==> config.mk <==
export PLATFORM = sky130hd
export DESIGN_NAME = gpi_capture
export DESIGN_NICKNAME = d
export VERILOG_FILES = /design/src/rtl/gpi_pkg.sv /design/src/rtl/gpi_debounce.sv /design/src/rtl/gpi_capture.sv
export SDC_FILE = /design/constraint.sdc
export NUM_CORES = 1
export LEC_CHECK = 0
export ABC_AREA = 1
export BUFFER_PORTS_ARGS = -buffer_cell sky130_fd_sc_hd__buf_2
export CAP_MARGIN = 20
export CORE_MARGIN = 8
export CORE_UTILIZATION = 53
export CTS_BUF_LIST = sky130_fd_sc_hd__clkbuf_2
export CTS_CLUSTER_SIZE = 40
export DETAILED_ROUTE_END_ITERATION = 10
export PLACE_DENSITY_LB_ADDON = 0.15
export SLEW_MARGIN = 20
export SYNTH_ARGS = -nofsm -noshare
export SYNTH_HDL_FRONTEND = slang
export SYNTH_SLANG_ARGS = --single-unit
==> constraint.sdc <==
create_clock -name clk -period 1.9 [get_ports clk]
set_input_delay 0.095 -clock clk [delete_from_list [all_inputs] [get_ports clk]]
set_output_delay 0.095 -clock clk [all_outputs]
set_load 0.05 [all_outputs]
==> src/rtl/gpi_pkg.sv <==
// Shared register map constants for the general-purpose input port.
// Optional build macro: GPI_DEBOUNCE_EN (per-pin stability filter).
package gpi_pkg;

  localparam logic [1:0] ADDR_IDR = 2'd0;
  localparam logic [1:0] ADDR_IER = 2'd1;
  localparam logic [1:0] ADDR_ISR = 2'd2;
  localparam logic [1:0] ADDR_ECR = 2'd3;

  // Falling-edge enables live in the upper half of ECR.
  localparam int ECR_FALL_LSB = 16;
  localparam int BUS_W        = 32;

endpackage

==> src/rtl/gpi_debounce.sv <==
// One input pin: synchroniser chain followed by an optional stability filter.
// The filtered level register is this pin's IDR bit; level_next feeds edge detection.
module gpi_debounce
  import gpi_pkg::*;
#(
  parameter int SYNC_STAGES = 2,
  parameter int DB_CYCLES   = 16
) (
  input  logic clk,
  input  logic rst,
  input  logic pin,
  output logic level,
  output logic level_next
);

  logic [SYNC_STAGES-1:0] sync_q;
  logic                   synced;
  logic                   level_q;

  always_ff @(posedge clk or posedge rst) begin
    if (rst) sync_q <= '0;
    else     sync_q <= {sync_q[SYNC_STAGES-2:0], pin};
  end

  assign synced = sync_q[SYNC_STAGES-1];

`ifdef GPI_DEBOUNCE_EN
  localparam int CW = $clog2(DB_CYCLES);

  logic [CW-1:0] cnt_q;
  logic [CW-1:0] cnt_next;

  // The counter only runs while the synced value disagrees with the accepted level.
  always_comb begin
    level_next = level_q;
    cnt_next   = '0;
    if (synced != level_q) begin
      if (cnt_q == CW'(DB_CYCLES - 1)) level_next = synced;
      else                             cnt_next   = cnt_q + 1'b1;
    end
  end

  always_ff @(posedge clk or posedge rst) begin
    if (rst) cnt_q <= '0;
    else     cnt_q <= cnt_next;
  end
`else
  always_comb begin
    level_next = synced;
  end
`endif

  always_ff @(posedge clk or posedge rst) begin
    if (rst) level_q <= 1'b0;
    else     level_q <= level_next;
  end

  assign level = level_q;

endmodule

==> src/rtl/gpi_capture.sv <==
// Memory-mapped GPI port: live pin levels, W1C edge capture and a level interrupt.
// Optional build macro: GPI_DEBOUNCE_EN enables per-pin debounce in gpi_debounce.
module gpi_capture
  import gpi_pkg::*;
#(
  parameter int WIDTH       = 8,
  parameter int SYNC_STAGES = 2,
  parameter int DB_CYCLES   = 16
) (
  input  logic              clk,
  input  logic              rst,
  input  logic              cs,
  input  logic              wr,
  input  logic [1:0]        addr,
  input  logic [BUS_W-1:0]  wdata,
  output logic [BUS_W-1:0]  rdata,
  input  logic [WIDTH-1:0]  gpi,
  output logic              irq
);

  logic [WIDTH-1:0] idr;
  logic [WIDTH-1:0] idr_next;
  logic [WIDTH-1:0] ier;
  logic [WIDTH-1:0] isr;
  logic [WIDTH-1:0] ecr_rise;
  logic [WIDTH-1:0] ecr_fall;
  logic [WIDTH-1:0] edge_hit;
  logic [WIDTH-1:0] isr_kept;
  logic             we;

  for (genvar i = 0; i < WIDTH; i++) begin : g_pin
    gpi_debounce #(
      .SYNC_STAGES (SYNC_STAGES),
      .DB_CYCLES   (DB_CYCLES)
    ) u_pin (
      .clk        (clk),
      .rst        (rst),
      .pin        (gpi[i]),
      .level      (idr[i]),
      .level_next (idr_next[i])
    );
  end

  assign we = cs & wr;

  // Edges are judged on the IDR transition itself, so ISR sets on the same edge IDR moves.
  assign edge_hit = (idr_next & ~idr & ecr_rise) | (~idr_next & idr & ecr_fall);

  // A new edge is OR'ed in after the W1C mask, so a simultaneous set wins.
  assign isr_kept = (we && addr == ADDR_ISR) ? (isr & ~wdata[WIDTH-1:0]) : isr;

  always_ff @(posedge clk or posedge rst) begin
    if (rst) begin
      ier      <= '0;
      isr      <= '0;
      ecr_rise <= '0;
      ecr_fall <= '0;
      irq      <= 1'b0;
    end else begin
      if (we && addr == ADDR_IER) ier <= wdata[WIDTH-1:0];
      if (we && addr == ADDR_ECR) begin
        ecr_rise <= wdata[WIDTH-1:0];
        ecr_fall <= wdata[ECR_FALL_LSB +: WIDTH];
      end
      isr <= isr_kept | edge_hit;
      irq <= |(isr & ier);
    end
  end

  always_comb begin
    rdata = '0;
    if (cs) begin
      case (addr)
        ADDR_IDR: rdata[WIDTH-1:0] = idr;
        ADDR_IER: rdata[WIDTH-1:0] = ier;
        ADDR_ISR: rdata[WIDTH-1:0] = isr;
        default: begin
          rdata[WIDTH-1:0]                 = ecr_rise;
          rdata[ECR_FALL_LSB +: WIDTH]     = ecr_fall;
        end
      endcase
    end
  end

  // Bus bits above the pin count are ignored on write.
  logic unused_wdata;
  assign unused_wdata = &{1'b0, wdata};

endmodule

======== Yosys cells after proc, flatten, opt, wreduce, memory -nomap -nowiden ========
Index checks and enable logic that the tools add are counted.
storage, ports and cells
  input bits .............................. 46
  logic and storage cells ................. 47
  flip-flop bits (word level) ............. 57
  output and inout port bits .............. 33
operators by class
  reductions and logical operators ........ 6
  multiplexer cells ....................... 5
  equal/unequal tests ..................... 3
  bitwise gates (word level) .............. 12
operator list
  kind                  count
  $and A8 B8 Y8         6
  $mux W8               4
  $not A8 Y8            3
  $pmux W8 S3           1
  $or A8 B8 Y8          2
  $reduce_or A8 Y1      1
  $eq A2 B2 Y1 const B  2
  $logic_and A1 B1 Y1   3
  $reduce_or A3 Y1      1
  $eq A2 B1 Y1 const B  1
  $logic_not A2 Y1      1
  $and A1 B1 Y1         1

======== Longest topological paths before layout ========
  word-level depth ........................ 5
  gate-level depth with buffers ........... 6
  gate-level depth less buffers ........... 6

======== By module ========
A second synthesis with hierarchy kept.
unflattened totals
  cell total of the unflattened synthesis .. 309
  area total of the unflattened synthesis .. 2,583.7 µm²
modules (own cells, without submodules)
  module        seq. area each (µm²)  cells each  instances  area each (µm²)
  gpi_capture   825.8                 277         1          1,953.1
  gpi_debounce  75.1                  4           8          78.8

======== Least setup slack after synthesis ========
OpenSTA, ideal clock, no wires.
  path kind ............................... input port to output port
  start ................................... input addr[1]
  end ..................................... output rdata[16]
  stages .................................. 5
  setup slack ............................. 0.582 ns
  buffers on the path ..................... 1
  arrival ................................. 1.223 ns
  cells stage by stage .................... buf_4 -> nand2_2 -> inv_2 -> nand2_1 -> nor2_1
between the ends
  word-level cells in the longest chain between the ends .. 4
ends and longest elaborated chain
  item                                        RTL line           text
  from (decl)                                 gpi_capture.sv:14  input logic [1:0] addr,
  $eq A2 B2 Y1, or another cell as far along  gpi_capture.sv:73  case (addr)
  $reduce_or A3 Y1 (no line) *                --
  $mux W8 *                                   gpi_capture.sv:73
  $mux W8 *                                   gpi_capture.sv:72  if (cs) begin
  to (decl)                                   gpi_capture.sv:16  output logic [BUS_W-1:0] rdata,
Every way passes the cells marked *; elsewhere a longest branch is shown, timed or not.

======== Worst setup path in the final report ========
  start ................................... register ier[4]
  end ..................................... output rdata[4]
between the ends
  word-level cells in the longest chain between the ends .. 2
ends and longest elaborated chain
  item                    RTL line           text
  from (decl)             gpi_capture.sv:23  logic [WIDTH-1:0] ier;
  from (signal assigned)  gpi_capture.sv:60  if (we && addr == ADDR_IER) ier <= wdata[WIDTH-1:0];
  $pmux W8 S3             gpi_capture.sv:73
  $mux W8                 gpi_capture.sv:72
Every way passes these cells.

==> impl_metrics.py <==
metrics = {
    "worst_setup_path": {
        "critPathLaunchType": "flop",
        "required_ns": 1.80,
        "crit_path_end_kind": "output port",
        "worst-path-max-fanout": 3,
        "r2r_slack_ns": 1.07,
        "worstSetupPathType": "flop to output port",
        "arrival_ns": 1.49,
    },
    "placement": {
        "gp_congestion": 0.7992,
        "hpwl_um": 3789,
        "dpl.cell_count": 401,
        "port_buffers": 46,
    },
    "pwr": {
        "totalPowerFinal_mw": 2.620,
        "p_leak_nw": 1.659,
        "vdd_drop_max_mv": 0.4677,
        "p_per_area_nw_per_um2": 842.5,
    },
    "cts": {
        "cts-root-buf": "clkbuf_2",
        "cts-htree-levels": 3,
        "cts.sinks": 57,
        "cts_resized": 0,
        "clk_path_buf_depth": 2,
        "insertion_delay_ns": 0.49,
        "post-cts-setup-buffers": 0,
        "cts_hold_buf": 25,
        "cts_tree": "done",
        "path_clk_slew_ns": 0.17,
        "numCtsBuffers": 9,
    },
    "drt": {
        "ant_nets": 0,
        "wl_per_cell_um": 12.91,
        "first_pass_iters": 4,
        "drt_wl_total_um": 5708,
        "vias": 2138,
        "drc": 0,
        "first_iter_violations": 153,
        "vias_per_cell": 4.837,
    },
    "synth": {
        "syn_avg_cell_area_um2": 8.412,
        "ys_warn_count": 0,
        "yosys.area.top_type": "dfrtp_1",
        "yosys.area.top_type_share_pct": 55.96,
        "syn-instance-count": 303,
        "synthTopCellsByArea": "dfrtp_1 56%, nand2_1 13%, o21ai_0 5.9%",
        "netlist_area_um2": 2549,
        "ys_types": 18,
        "ys_ff_latch": 57,
        "ys_seq_area_share_pct": 55.96,
    },
    "flow_run": {
        "drv_cap": 0,
    },
    "sta": {
        "timing.final.hold_violations": 0,
        "final.setup.tns_ns": 0,
        "min_period_ns": 1.582,
        "setup_violations": 0,
        "slew_viol_final": 0,
        "holdWs_ns": 0.02765,
        "finalCritPeriodShare_pct": 83.27,
        "rsz0062_at_grt": "false",
        "fin_skew_ns": 0.02546,
        "max_freq_ghz": 0.6321,
    },
    "floorplan": {
        "die_w_um": 85.35,
        "start_util_pct": 54.32,
        "io_pins": 79,
        "core_um2": 4692,
        "row_count": 25,
        "dieArea_um2": 7284,
        "die_h_um": 85.35,
    },
    "cells_and_area": {
        "final_cell_mix": "89 x nand2_1, 57 x dfrtp_1, 46 x buf_2, 36 x inv_1, 30 x o21ai_0",
        "final_cells": 442,
        "diodes": 0,
        "drive_above_1_share_pct": 18.30,
        "nets": 429,
        "syn2layout_area_growth_pct": 22.04,
        "final_common_cell": "nand2_1",
    },
    "global_routing": {
        "grt_pass1_wl_um": 9501,
        "grt_max_degree": 25,
        "busiest_layer": "met2",
        "gr-total-overflow": 0,
        "use_met2_pct": 26.42,
        "met3_usage_pct": 4.344,
        "grtUsageTotal_pct": 16.95,
        "grt_pass1_vias": 2078,
        "antenna_found_initial": 0,
        "grt_use_met1_pct": 20.78,
    },
    "hold_path": {
        "hold_path.class": "input pin to flop",
    },
    "outcome": {
        "status": "completed",
    },
}
## final timing paths
check / to / cells after the start / start
setup / recovery: rdata[4] / 5 / ier[4]
hold / removal: ier[4] / 3 / wr
setup reg to reg: irq / 4 / isr[3]
hold reg to reg: g_pin[4].u_pin.sync_q[1] / 0 / g_pin[4].u_pin.sync_q[0]
max in group asynchronous: ecr_fall[6] / 4 / rst
min in group asynchronous: ecr_rise[3] / 3 / rst
## state kept, by name, indices dropped and copies added, names as in the netlist
register and flops:
ecr_fall 8, ecr_rise 8, g_pin.u_pin.level 8, g_pin.u_pin.sync_q 16, ier 8, irq 1
isr 8
## metrics by stage
stage / utilization [%] / setup WS, ns / instance area [µm²]
6_report: 66.29 / 0.3179 / 3110
5_1_grt: 66.29 / 0.2051 / 3110
4_1_cts: 66.29 / 0.2933 / 3110
3_5_place_dp: 59.36 / 0.4638 / 2785
3_3_place_gp: 59.36 / 0.5119 / 2785
2_1_floorplan: - / 0.4054 / 2605
## kinds of logic after synthesis
| kind of cell | after synthesis | share of synthesized area [%] |
|---|---|---|
| buffers and inverters | 62 | 12.62 |
| other | 1 | 0.1471 |
| DFF | 57 | 55.96 |
| AOI/OAI and AO/OA | 47 | 9.229 |
| and+or+nand+nor | 136 | 22.04 |
## worst max-delay path, stage by stage, from the launching register on
cell     delay [ns]
dfrtp_1        0.42
o21ai_0        0.17
nand3_1        0.09
nand2_1        0.07
inv_1          0.04
buf_2          0.20
## cell usage after synthesis
library cell	instances
nand4_4	1
nand3_1	17
nand2_1	89
a21oi_1	15
inv_1	37
nor2_4	1
inv_2	2
nor2_2	1
conb_1	1
dfrtp_1	57
o21ai_0	30
buf_2	2
clkbuf_1	1
buf_6	3
buf_4	17
o21ai_1	2
nand2_2	1
nor2_1	26
## metal layers
layer	share of wire, %	routed length, µm
met4	2.0	116
met5	0	0
met2	46	2643
met1	45	2545
met3	7.1	403
## report_power, final
group	internal (mW)	switching, mW	total [mW]	leakage [nW]
logic	0.190	0.409	0.599	0.945
registers	1.36	0.0791	1.44	0.659
clock network	0.157	0.427	0.584	0.0556
total	1.71	0.915	2.62	1.66
## cell type report
class	count	area (µm²)
Fill cell	409	1582
Sequential cell	57	1426
Multi-Input combinational cell	199	857.1
Timing Repair Buffer	77	538.0
Inverter	39	146.4
Tap cell	54	67.56
Clock buffer	10	50.05
Clock inverter	6	25.02
Power figures use the tool's default switching activity.
